===== src/rtl/approx_mac_pkg.sv =====
// Shared types and default widths for the approximate-multiplier MAC datapath.
package approx_mac_pkg;

    typedef enum logic [1:0] {
        IDLE  = 2'd0,
        ACCUM = 2'd1,
        HOLD  = 2'd2
    } state_t;

    localparam int DEF_PROD_W = 16;
    localparam int DEF_ACC_W  = 24;
    localparam int DEF_LEN_W  = 8;

    localparam logic [DEF_ACC_W-1:0] ACC_MAX = '1;

endpackage


===== src/rtl/sat_add_u.sv =====
// Unsigned saturating adder: a + zero-extended b, clamped to all-ones on carry-out.
module sat_add_u #(
    parameter int ACC_W  = 24,
    parameter int PROD_W = 16
) (
    input  logic [ACC_W-1:0]  a,
    input  logic [PROD_W-1:0] b,
    output logic [ACC_W-1:0]  sum,
    output logic              ovf
);

    // One extra bit so the carry-out doubles as the overflow detect.
    logic [ACC_W:0] full;

    assign full = {1'b0, a} + (ACC_W+1)'(b);
    assign ovf  = full[ACC_W];
    assign sum  = ovf ? {ACC_W{1'b1}} : full[ACC_W-1:0];

endmodule


===== src/rtl/approx_dot_accum.sv =====
// Accumulates a programmed-length stream of unsigned products into one
// saturating dot-product result, with valid/ready on both sides.
module approx_dot_accum
    import approx_mac_pkg::*;
#(
    parameter int PROD_W = DEF_PROD_W,
    parameter int ACC_W  = DEF_ACC_W,
    parameter int LEN_W  = DEF_LEN_W
) (
    input  logic              clk,
    input  logic              rst_n,
    input  logic              start,
    input  logic [LEN_W-1:0]  len,
    input  logic              in_valid,
    output logic              in_ready,
    input  logic [PROD_W-1:0] R_in,
    output logic              out_valid,
    input  logic              out_ready,
    output logic [ACC_W-1:0]  acc_out,
    output logic              sat,
    output logic              busy
);

    state_t             state;
    logic [ACC_W-1:0]   acc;
    logic [LEN_W-1:0]   cnt;
    logic [LEN_W-1:0]   len_q;
    logic [ACC_W-1:0]   sum;
    logic               ovf;
    logic               sat_q;

    sat_add_u #(
        .ACC_W  (ACC_W),
        .PROD_W (PROD_W)
    ) u_add (
        .a   (acc),
        .b   (R_in),
        .sum (sum),
        .ovf (ovf)
    );

    // Handshake flags decode from state only, so in_ready never depends on in_valid.
    assign in_ready  = (state == ACCUM);
    assign out_valid = (state == HOLD);
    assign busy      = (state != IDLE);
    assign acc_out   = acc;
    assign sat       = sat_q;

    always_ff @(posedge clk or negedge rst_n) begin
        if (!rst_n) begin
            state <= IDLE;
            acc   <= '0;
            sat_q <= 1'b0;
            cnt   <= '0;
            len_q <= '0;
        end else begin
            case (state)
                IDLE: begin
                    if (start) begin
                        acc   <= '0;
                        sat_q <= 1'b0;
                        cnt   <= '0;
                        len_q <= len;
                        state <= (len == '0) ? HOLD : ACCUM;
                    end
                end
                ACCUM: begin
                    if (in_valid) begin
                        acc <= sum;
                        if (ovf)
                            sat_q <= 1'b1;
                        cnt <= cnt + 1'b1;
                        if (cnt == len_q - 1'b1)
                            state <= HOLD;
                    end
                end
                HOLD: begin
                    if (out_ready)
                        state <= IDLE;
                end
                default: state <= IDLE;
            endcase
        end
    end

endmodule


===== config.mk =====
export PLATFORM = sky130hd
export DESIGN_NAME = approx_dot_accum
export DESIGN_NICKNAME = d
export VERILOG_FILES = /design/src/rtl/approx_mac_pkg.sv /design/src/rtl/sat_add_u.sv /design/src/rtl/approx_dot_accum.sv
export SDC_FILE = /design/constraint.sdc
export NUM_CORES = 1
export LEC_CHECK = 0
export ABC_AREA = 1
export CORE_MARGIN = 2
export CORE_UTILIZATION = 40
export CTS_CLUSTER_DIAMETER = 120
export DETAILED_ROUTE_END_ITERATION = 8
export PLACE_DENSITY_LB_ADDON = 0.08
export SLEW_MARGIN = 20
export SYNTH_ARGS = -nofsm -noshare
export SYNTH_HDL_FRONTEND = slang
export SYNTH_SLANG_ARGS = --single-unit

===== constraint.sdc =====
create_clock -name clk -period 3.24 [get_ports clk]
set_input_delay 0.486 -clock clk [delete_from_list [all_inputs] [get_ports clk]]
set_output_delay 0.486 -clock clk [all_outputs]
set_load 0.05 [all_outputs]

# ---- Word level (Yosys, flattened, before mapping)
# Cells that the tools add are included.
dict set report op_classes {
  eq_ne 8
  reduce_logical 8
  muxes 17
  add_sub_neg 3
}
# op count
set op_table {}
lappend op_table {{$mux 24} 3}
lappend op_table {{$pmux 24 s2} 1}
lappend op_table {{$add 24x16->25} 1}
lappend op_table {{$mux 8} 2}
lappend op_table {{$pmux 8 s2} 1}
lappend op_table {{$mux 2} 5}
lappend op_table {{$add 8x1->8 const B} 1}
lappend op_table {{$eq 8x8->1} 1}
lappend op_table {{$logic_not 8->1} 1}
lappend op_table {{$reduce_and 4->1} 2}
lappend op_table {{$sub 8x1->8 const B} 1}
lappend op_table {{$ne 2x1->1 const B} 3}
lappend op_table {{$pmux 2 s3} 1}
lappend op_table {{$ne 2x2->1 const B} 2}
lappend op_table {{$reduce_bool 2->1} 2}
lappend op_table {{$mux 1} 3}
lappend op_table {{$reduce_and 3->1} 1}
lappend op_table {{$eq 2x1->1 const B} 1}
lappend op_table {{$eq 2x2->1 const B} 1}
lappend op_table {{$logic_not 2->1} 1}
lappend op_table {{$pmux 1 s2} 1}
lappend op_table {{$reduce_and 2->1} 1}
dict set report word_totals {
  elab_cells 41
  reg_bits 43
  inputBits 29
}

# ---- Longest topological paths before layout
# Gate-level depths: netlist of run 1.
dict set report depth {
  word_depth 5
  ltp_mapped 13
  mapped_depth_nobuf 13
}

# ---- Hierarchy
# From an unflattened synthesis of run 1, not the netlist that was laid out.
dict set report unflattened {
  hier_cells 554
  area_unflattened_um2 3766.1
}
# mod area_each_um2 n_inst cells_per_inst
set by_module_without_submodules {}
lappend by_module_without_submodules {approx_dot_accum 2079.5 1 228}
lappend by_module_without_submodules {sat_add_u 1686.6 1 326}

# ---- Worst setup path after synthesis of run 1
# Ideal clock, no wire load.
dict set report synth_timing {
  path_type {register to register}
  start {register acc[0] (netlist: acc_out[0])}
  end {register acc[10] (netlist: acc_out[10])}
  stages_incl_launch_ff 12
  path_buffers 1
  arrival_time_ns 2.048
  synth_period_minus_slack_ns 2.176
  setup_slack_ns 1.064
  setup_time_ns 0.128
  path_cell_list {dfrtp_1 ha_1 fa_1 nand2_1 nand2_1 nand3_1 nand2_2 nand2_2 nand2_4 nand4_4 buf_2 nand3_1}
}
dict set report synth_between {
  elab_chain_len 4
}
# item line_no
set synth_lines {}
lappend synth_lines {{start, declared} approx_dot_accum.sv:25} ;# logic [ACC_W-1:0] acc;
lappend synth_lines {{start signal, assigned} approx_dot_accum.sv:69} ;# acc <= sum;
lappend synth_lines {{$add 24x16->25} sat_add_u.sv:15} ;# assign full = {1'b0, a} + (ACC_W+1)'(b);
lappend synth_lines {{$mux 24} sat_add_u.sv:17} ;# assign sum = ovf ? {ACC_W{1'b1}} : full[ACC_W-1:0];
lappend synth_lines {{$mux 24} approx_dot_accum.sv:68} ;# if (in_valid) begin
lappend synth_lines {{$pmux 24 s2} approx_dot_accum.sv:57} ;# case (state)
# Every way passes these cells. The select of a mux whose other input is x is not followed.
# A chain may end at the register's enable or synchronous reset.

# ---- Worst setup path after layout of run 1
dict set report layout_timing {
  start {input R_in[0]}
  end {register acc[23] (netlist: acc_out[23])}
}
dict set report layout_between {
  elab_chain_len 4
}
# item line_no
set layout_lines {}
lappend layout_lines {{start, declared} approx_dot_accum.sv:16} ;# input logic [PROD_W-1:0] R_in,
lappend layout_lines {{$add 24x16->25} sat_add_u.sv:15}
lappend layout_lines {{$mux 24} sat_add_u.sv:17}
lappend layout_lines {{$mux 24} approx_dot_accum.sv:68}
lappend layout_lines {{$pmux 24 s2} approx_dot_accum.sv:57}
# Every way passes these cells. The select of a mux whose other input is x is not followed.

==> out/metrics.yaml, run 1 <==
global_route:
  grt-ovfl-total: 0
  largest_net_degree_at_the_start_of_global_routing: 44
  grt_pass1_vias: 3368
  antenna_found_initial: 0
  grt_use_total_pct: 19.1
  grt_pass1_wl_um: 15300
worst_setup_path:
  setup.worst_path.end_class: "flip-flop"
  worstPathCellList: "clkdlybuf4s50_1 > ha_1 > fa_1 > nand2_1 > nand2_1 > nand3_1 > nand2_2 > nand2_2 > nand2_4 > nand4_4 > nand2_1 > inv_1 > nand2_1"
  cp-start-kind: "input port"
  critical_path.top_delay_family: "simple AND/OR/NAND/NOR gates"
  worst_path_largest_cell_delay_ns: 0.40
  critical_path_required_ns: 3.44
  critPathBufInv: 2
  timing.setup.critical_path_class: "in -> reg"
  cp_common_cell: "nand2_1"
  timing.critical_path.fanout_max: 24
  critical_path_arrival_ns: 2.51
  cpMaxStageDelayCell: "clkdlybuf4s50_1"
synthesis:
  post_synthesis_cell_area_mm2: 0.00352
  synthesis.area_per_instance_um2: 6.33
  synth_fa_ha_area_share_pct: 6.96
  yosys-top-cells-area: "dfrtp_1 (31%), nand2_1 (22%), inv_1 (9.3%), nand3_1 (8.1%), ha_1 (6.4%)"
  yosys_register_bits: 43
  yosys.area_share.xor_xnor_pct: 1.24
  synth_cell_types: 36
  post_synth_and_or_nand_nor_area_fraction_pct: 44.5
  syn_inst_count: 557
  post-synth-top-area-fraction_pct: 30.5
  postSynthNetCount: 605
  mux_cell_area_share_after_synthesis_pct: 0
  synth_compound_gate_area_share_pct: 5.68
  seq_area_frac_synth_pct: 30.5
  synth_top_family_by_area: "simple AND/OR/NAND/NOR gates"
  yosysWarnings: 0
  synth_top_area_cell: "dfrtp_1"
sta:
  finalSetupViolations: 0
  fin_ws_ns: 0.928
  hold_viol_final: 0
  timing.fmax_mhz: 433
  grt_setup_unrepaired: "no"
  fin_crit_sh_pct: 71.4
  fin_setup_tns_ns: 0
  max_slew_margin_pct: 61.2
  finalClockSkew_ns: 0.0103
  period_needed_ns: 2.31
  worstMarginPinSlew_ns: 0.583
  slew_viol_final: 0
detailed_routing:
  via_count: 3523
  dr.first_iter.drc_count: 147
  routedWlPerCell_um: 12.2
  antenna_left: 0
  route.detailed.drc: 0
  detail_route.vias_per_cell: 4.87
  drt_pre_antenna_iters: 4
  postRouteWirelength_um: 8800
floorplan:
  io_pins: 57
  chipWidth_um: 97.9
  initial_utilization_pct: 40.8
  die_area_mm2: 0.00958
  rows: 34
  core_area_mm2: 0.00864
  die_y_um: 97.9
clocking:
  hold_buffers: 0
  cts_tree: "yes"
  clockBufferDepth: 2
  post_cts_resize_count: 0
  root_buffer_selected_by_cts: "clkbuf_8"
  clk_pin_slew_ns: 0.10
  cts-buffers-inserted: 5
  htree_levels: 2
  clock_insertion_delay_worst_skew_ns: 0.30
  cts.repair_timing.setup_buffer_count: 0
  numClockSinks: 43
place:
  dpl.cell_count: 715
  detailed_place_hpwl_um: 6780
  routabilityCongestion: 0.908
  post_placement_worst_setup_slack_ns: 0.594
  buffer_ports.inserted: 56
cells_and_area:
  most-common-layout-cells: "nand2_1 (206), inv_1 (87), nand3_1 (57)"
  area_used_by_sequential_logic_in_the_layout_mm2: 0.00108
  final_cell_count_no_fill: 723
  syn_to_final_growth_pct: 21.7
  fin_nets: 662
  multi_input_combinational_cell_area_mm2: 0.00206
  fillerInstances: 904
  layout_commonest_cell: "nand2_1"
  finalCoreUtilization_pct: 49.7
  drive_gt1_share_pct: 6.34
  antenna_diode_count: 0
power:
  pwr-share-seq_pct: 25.1
  internal_power_mw: 1.72
  p_sw_mw: 1.93
  powerDensity_mw_per_mm2: 851
  power.static_leakage_nw: 2.25
  vdd_drop_max_uv: 410
  power.share.switching_pct: 53.0
  pwr-share-comb_pct: 64.3
  power.share.clock_pct: 10.6
run:
  cap_violations: 0
worst_hold_path:
  timing.hold.worst.class: "in -> async"
outcome:
  outcome: "finished, final reports clean"
[area by class of cell]
cell class                      count  area share [%]
Timing Repair Buffer               58            13.4
Clock inverter                      2           0.379
Multi-Input combinational cell    413            47.9
Inverter                           93            8.14
Tap cell                          108            3.15
Sequential cell                    43            25.1
Clock buffer                        6            1.93
[cell families (layout without fill, tap and decap cells)]
logic type,after synthesis,after routing
AO/OA/AOI/OAI,36,36
flip-flops,43,43
adder cells (fa/ha/maj),19,19
buffers and inverters,101,159
AND/OR/NAND/NOR,353,353
XOR/XNOR,5,5
[registers in the layout, summed over array words and instances (netlist names)]
signal   cells
sat          1
state        2
len_q        8
acc_out     24
cnt          8
[worst reg2reg max path: stages (launching register included)]
cell and delay (ns):
dfrtp_1 0.40, ha_1 0.21, fa_1 0.40, nand2_1 0.09, nand2_1 0.08, nand3_1 0.11
nand2_2 0.08, nand2_2 0.09, nand2_4 0.07, nand4_4 0.28, nand2_1 0.09, inv_1 0.07
nand2_1 0.05
[final timing paths]
path	slack, ns	startpoint	end	cells past startpoint
worst max-delay path	0.93	R_in[0]	acc_out[23]	13
worst min-delay path	0.16	rst_n	acc_out[6]	1
worst max register to register	1.13	acc_out[0]	acc_out[23]	12
worst min register to register	0.51	len_q[7]	len_q[7]	2
max in group asynchronous	2.66	rst_n	acc_out[11]	1
min in group clk	0.51	len_q[7]	len_q[7]	2
[cells in the mapped netlist (all sizes together)]
cell type,count
xnor2,4
buf,6
nor3,8
nand2,212
a211oi,1
fa,1
nand4,10
nand3,59
nand3b,4
nor3b,2
a21oi,17
xor2,1
ha,18
o21ai,14
dfrtp,43
o211ai,3
and2,1
clkbuf,2
inv,93
or2,10
o21a,1
nor2,47
[power by group through the flow]
stage	Clock, mW	Combinational [mW]	Sequential, mW
detailed placement	0	2.35	0.927
CTS	0.398	2.36	0.918
finish	0.386	2.35	0.916
global route	0.415	2.63	0.945
global placement	0	2.33	0.923
floorplan	0	1.40	1.24
[per-layer routing]
metal,vias up,track usage [%],part of all wire [%],wire [um]
met3,9,2.58,3.5,311
met5,-,0,0,0
li1,1854,-,-,-
met4,0,5.02,1.4,121
met2,75,34.5,51,4450
met1,1585,24.0,45,3920
[through the flow]
step	instance area, um^2	hold slack, ns	power, mW
finish	4290	0.156	3.65
global placement	4190	0.495	3.25
CTS	4290	0.388	3.67
detailed placement	4190	0.496	3.27
global route	4290	0.216	3.99
floorplan	3520	0.190	2.64
(Power assumes the default switching activity.)
==> inputs of run 2 (changes only) <==
Clock period 3.24 ns to 2.24 ns, I/O delays scaled along.
==> run 2 against run 1 <==
  * Clock skew increased by 0.0031 ns
  * Register-to-register slack got worse by 0.94 ns
  * Die area unchanged
  * Utilization increased by 3.2 points
  * Non-clock buffer count increased by 32
  * Critical path depth decreased by 1
  * Sequential share of layout area decreased by 1.5 points
  * Worst setup slack got worse by 0.80 ns
  * Highest routed layer unchanged
==> out/metrics.yaml, run 2 (synthesized netlist as in run 1, its figures left out) <==
clocking:
  clock_insertion_delay_worst_skew_ns: 0.31  # was 0.30 ns
  root_buffer_selected_by_cts: "clkbuf_8"  # unchanged
  cts-buffers-inserted: 5  # unchanged
  cts_tree: "yes"  # unchanged
  numClockSinks: 43  # unchanged
  clk_pin_slew_ns: 0.10  # about the same
  htree_levels: 2  # unchanged
  clockBufferDepth: 2  # unchanged
  cts.repair_timing.setup_buffer_count: 0  # unchanged
global_route:
  antenna_found_initial: 0  # unchanged
  grt_pass1_vias: 3475  # was 3368
  grt-ovfl-total: 0  # unchanged
  grt_pass1_wl_um: 16000  # was 15300 um
  largest_net_degree_at_the_start_of_global_routing: 27  # was 44
  grt_use_total_pct: 20.1  # was 19.1%
detailed_routing:
  via_count: 3591  # was 3523
  antenna_left: 0  # unchanged
  route.detailed.drc: 0  # unchanged
  dr.first_iter.drc_count: 106  # was 147
  detail_route.vias_per_cell: 4.76  # was 4.87
  drt_pre_antenna_iters: 4  # unchanged
  postRouteWirelength_um: 9250  # was 8800 um
  routedWlPerCell_um: 12.3  # was 12.2 um
worst_setup_path:
  timing.critical_path.fanout_max: 13  # was 24
  worst_path_largest_cell_delay_ns: 0.41  # was 0.40 ns
  cp-start-kind: "input port"  # unchanged
  worstPathCellList: "clkdlybuf4s50_1 > ha_1 > fa_1 > nand2_1 > nand2_1 > nand3_1 > nand2_2 > nand2_2 > nand2_4 > nand4_4 > buf_12 > o211ai_1"  # was clkdlybuf4s50_1 > ha_1 > fa_1 > nand2_1 > nand2_1 > nand3_1 > nand2_2 > nand2_2 > nand2_4 > nand4_4 > nand2_1 > inv_1 > nand2_1
  critical_path_arrival_ns: 2.30  # was 2.51 ns
  critPathBufInv: 2  # unchanged
  setup.worst_path.end_class: "flip-flop"  # unchanged
  timing.setup.critical_path_class: "in -> reg"  # unchanged
  cpMaxStageDelayCell: "clkdlybuf4s50_1"  # unchanged
  critical_path.top_delay_family: "simple AND/OR/NAND/NOR gates"  # unchanged
  critical_path_required_ns: 2.42  # was 3.44 ns
place:
  placed_cell_area_mm2: 0.00446  # was 0.00419 mm^2
  buffer_ports.inserted: 56  # unchanged
  routabilityCongestion: 0.913  # was 0.908
  detailed_place_hpwl_um: 7320  # was 6780 um
sta:
  worstMarginPinSlew_ns: 0.518  # was 0.583 ns
  finalSetupViolations: 0  # unchanged
  fin_crit_sh_pct: 94.4
  period_needed_ns: 2.11
  timing.fmax_mhz: 473
  slew_viol_final: 0  # unchanged
  grt_setup_unrepaired: "no"  # unchanged
  hold_slack_ns: 0.501  # was 0.156 ns
  max_slew_margin_pct: 65.3  # was 61.2%
  hold_viol_final: 0  # unchanged
  finalClockSkew_ns: 0.0134  # was 0.0103 ns
cells_and_area:
  layout_commonest_cell: "nand2_1"  # unchanged
  drive_gt1_share_pct: 11.0  # was 6.34%
  largest_register_ff_count: 24  # unchanged
  most-common-layout-cells: "nand2_1 (205), inv_1 (87), nand3_1 (57)"  # was nand2_1 (206), inv_1 (87), nand3_1 (57)
  antenna_diode_count: 0  # unchanged
  syn_to_final_growth_pct: 29.7  # was 21.7%
  fin_nets: 694  # was 662
  final_instance_area_mm2: 0.00457  # was 0.00429 mm^2
floorplan:
  die_y_um: 97.9  # unchanged
  io_pins: 57  # unchanged
  core_area_mm2: 0.00864  # unchanged
  initial_utilization_pct: 40.8  # unchanged
  chipWidth_um: 97.9  # unchanged
  die_area_mm2: 0.00958  # unchanged
  rows: 34  # unchanged
outcome:
  outcome: "finished, final reports clean"  # unchanged
power:
  power.static_leakage_nw: 2.42  # was 2.25 nW
  power_mw: 5.60  # was 3.65 mW
  vdd_drop_max_uv: 696  # was 410 uV
  powerDensity_mw_per_mm2: 1230  # was 851 mW/mm^2
run:
  cap_violations: 0  # unchanged
worst_hold_path:
  timing.hold.worst.class: "in -> async"  # unchanged
-- run 2: repair_timing --
item | CTS | global route
hold endpoints to repair | 17 | 0
gates resized for setup | 0 | 1
hold buffers | 1 | 0
setup endpoints to repair | 0 | 1
-- run 2: worst reg2reg max path: stages (launching register included) --
cell      delay, ns
dfrtp_1        0.40
ha_1           0.22
fa_1           0.39
nand2_1        0.09
nand2_1        0.09
nand3_1        0.11
nand2_2        0.08
nand2_2        0.09
nand2_4        0.07
nand4_4        0.13
buf_12         0.17
o211ai_1       0.09
-- run 2: layout make-up --
type | count | area (um^2)
fill | 891 | 4070
multi-input combinational | 413 | 2060
sequential | 43 | 1080
timing repair buffer | 90 | 851
inverter | 93 | 349
tap | 108 | 135
clock buffer | 6 | 82.6
clock inverter | 2 | 16.3
-- run 2: worst paths after layout --
kind	from	end	slack, ns	cells past startpoint
max	R_in[0]	acc_out[2]	0.13	12
min	rst_n	acc_out[6]	0.50	2
max reg2reg	acc_out[0]	acc_out[2]	0.19	11
min reg2reg	len_q[7]	len_q[7]	0.51	2
max in group asynchronous	rst_n	cnt[3]	1.22	3
min in group clk	len_q[7]	len_q[7]	0.51	2
-- run 2: per-layer routing --
layer	part of all wire [%]	vias to the layer above	track usage [%]
li1	-	1912	-
met1	46	1613	25.2
met2	50	58	36.9
met3	2.7	8	2.79
met4	0.97	0	3.85
met5	0	-	0
-- run 2: stage by stage --
stage                     utilization, %  setup slack (ns)  TNS (ns)  cells
after floorplan                        -            0.0640         0    557
after global placement              51.6            -0.124     -2.33    746
after detailed placement            51.6            -0.189     -3.66    746
after CTS                           52.9             0.132         0    755
after global routing                52.9            0.0127         0    755
final                               52.9             0.125         0    755
-- run 2: power by group --
part / internal, mW / switching (mW)
clock network: 0.252 / 0.304
registers: 1.05 / 0.284
logic: 1.43 / 2.28
total: 2.73 / 2.87
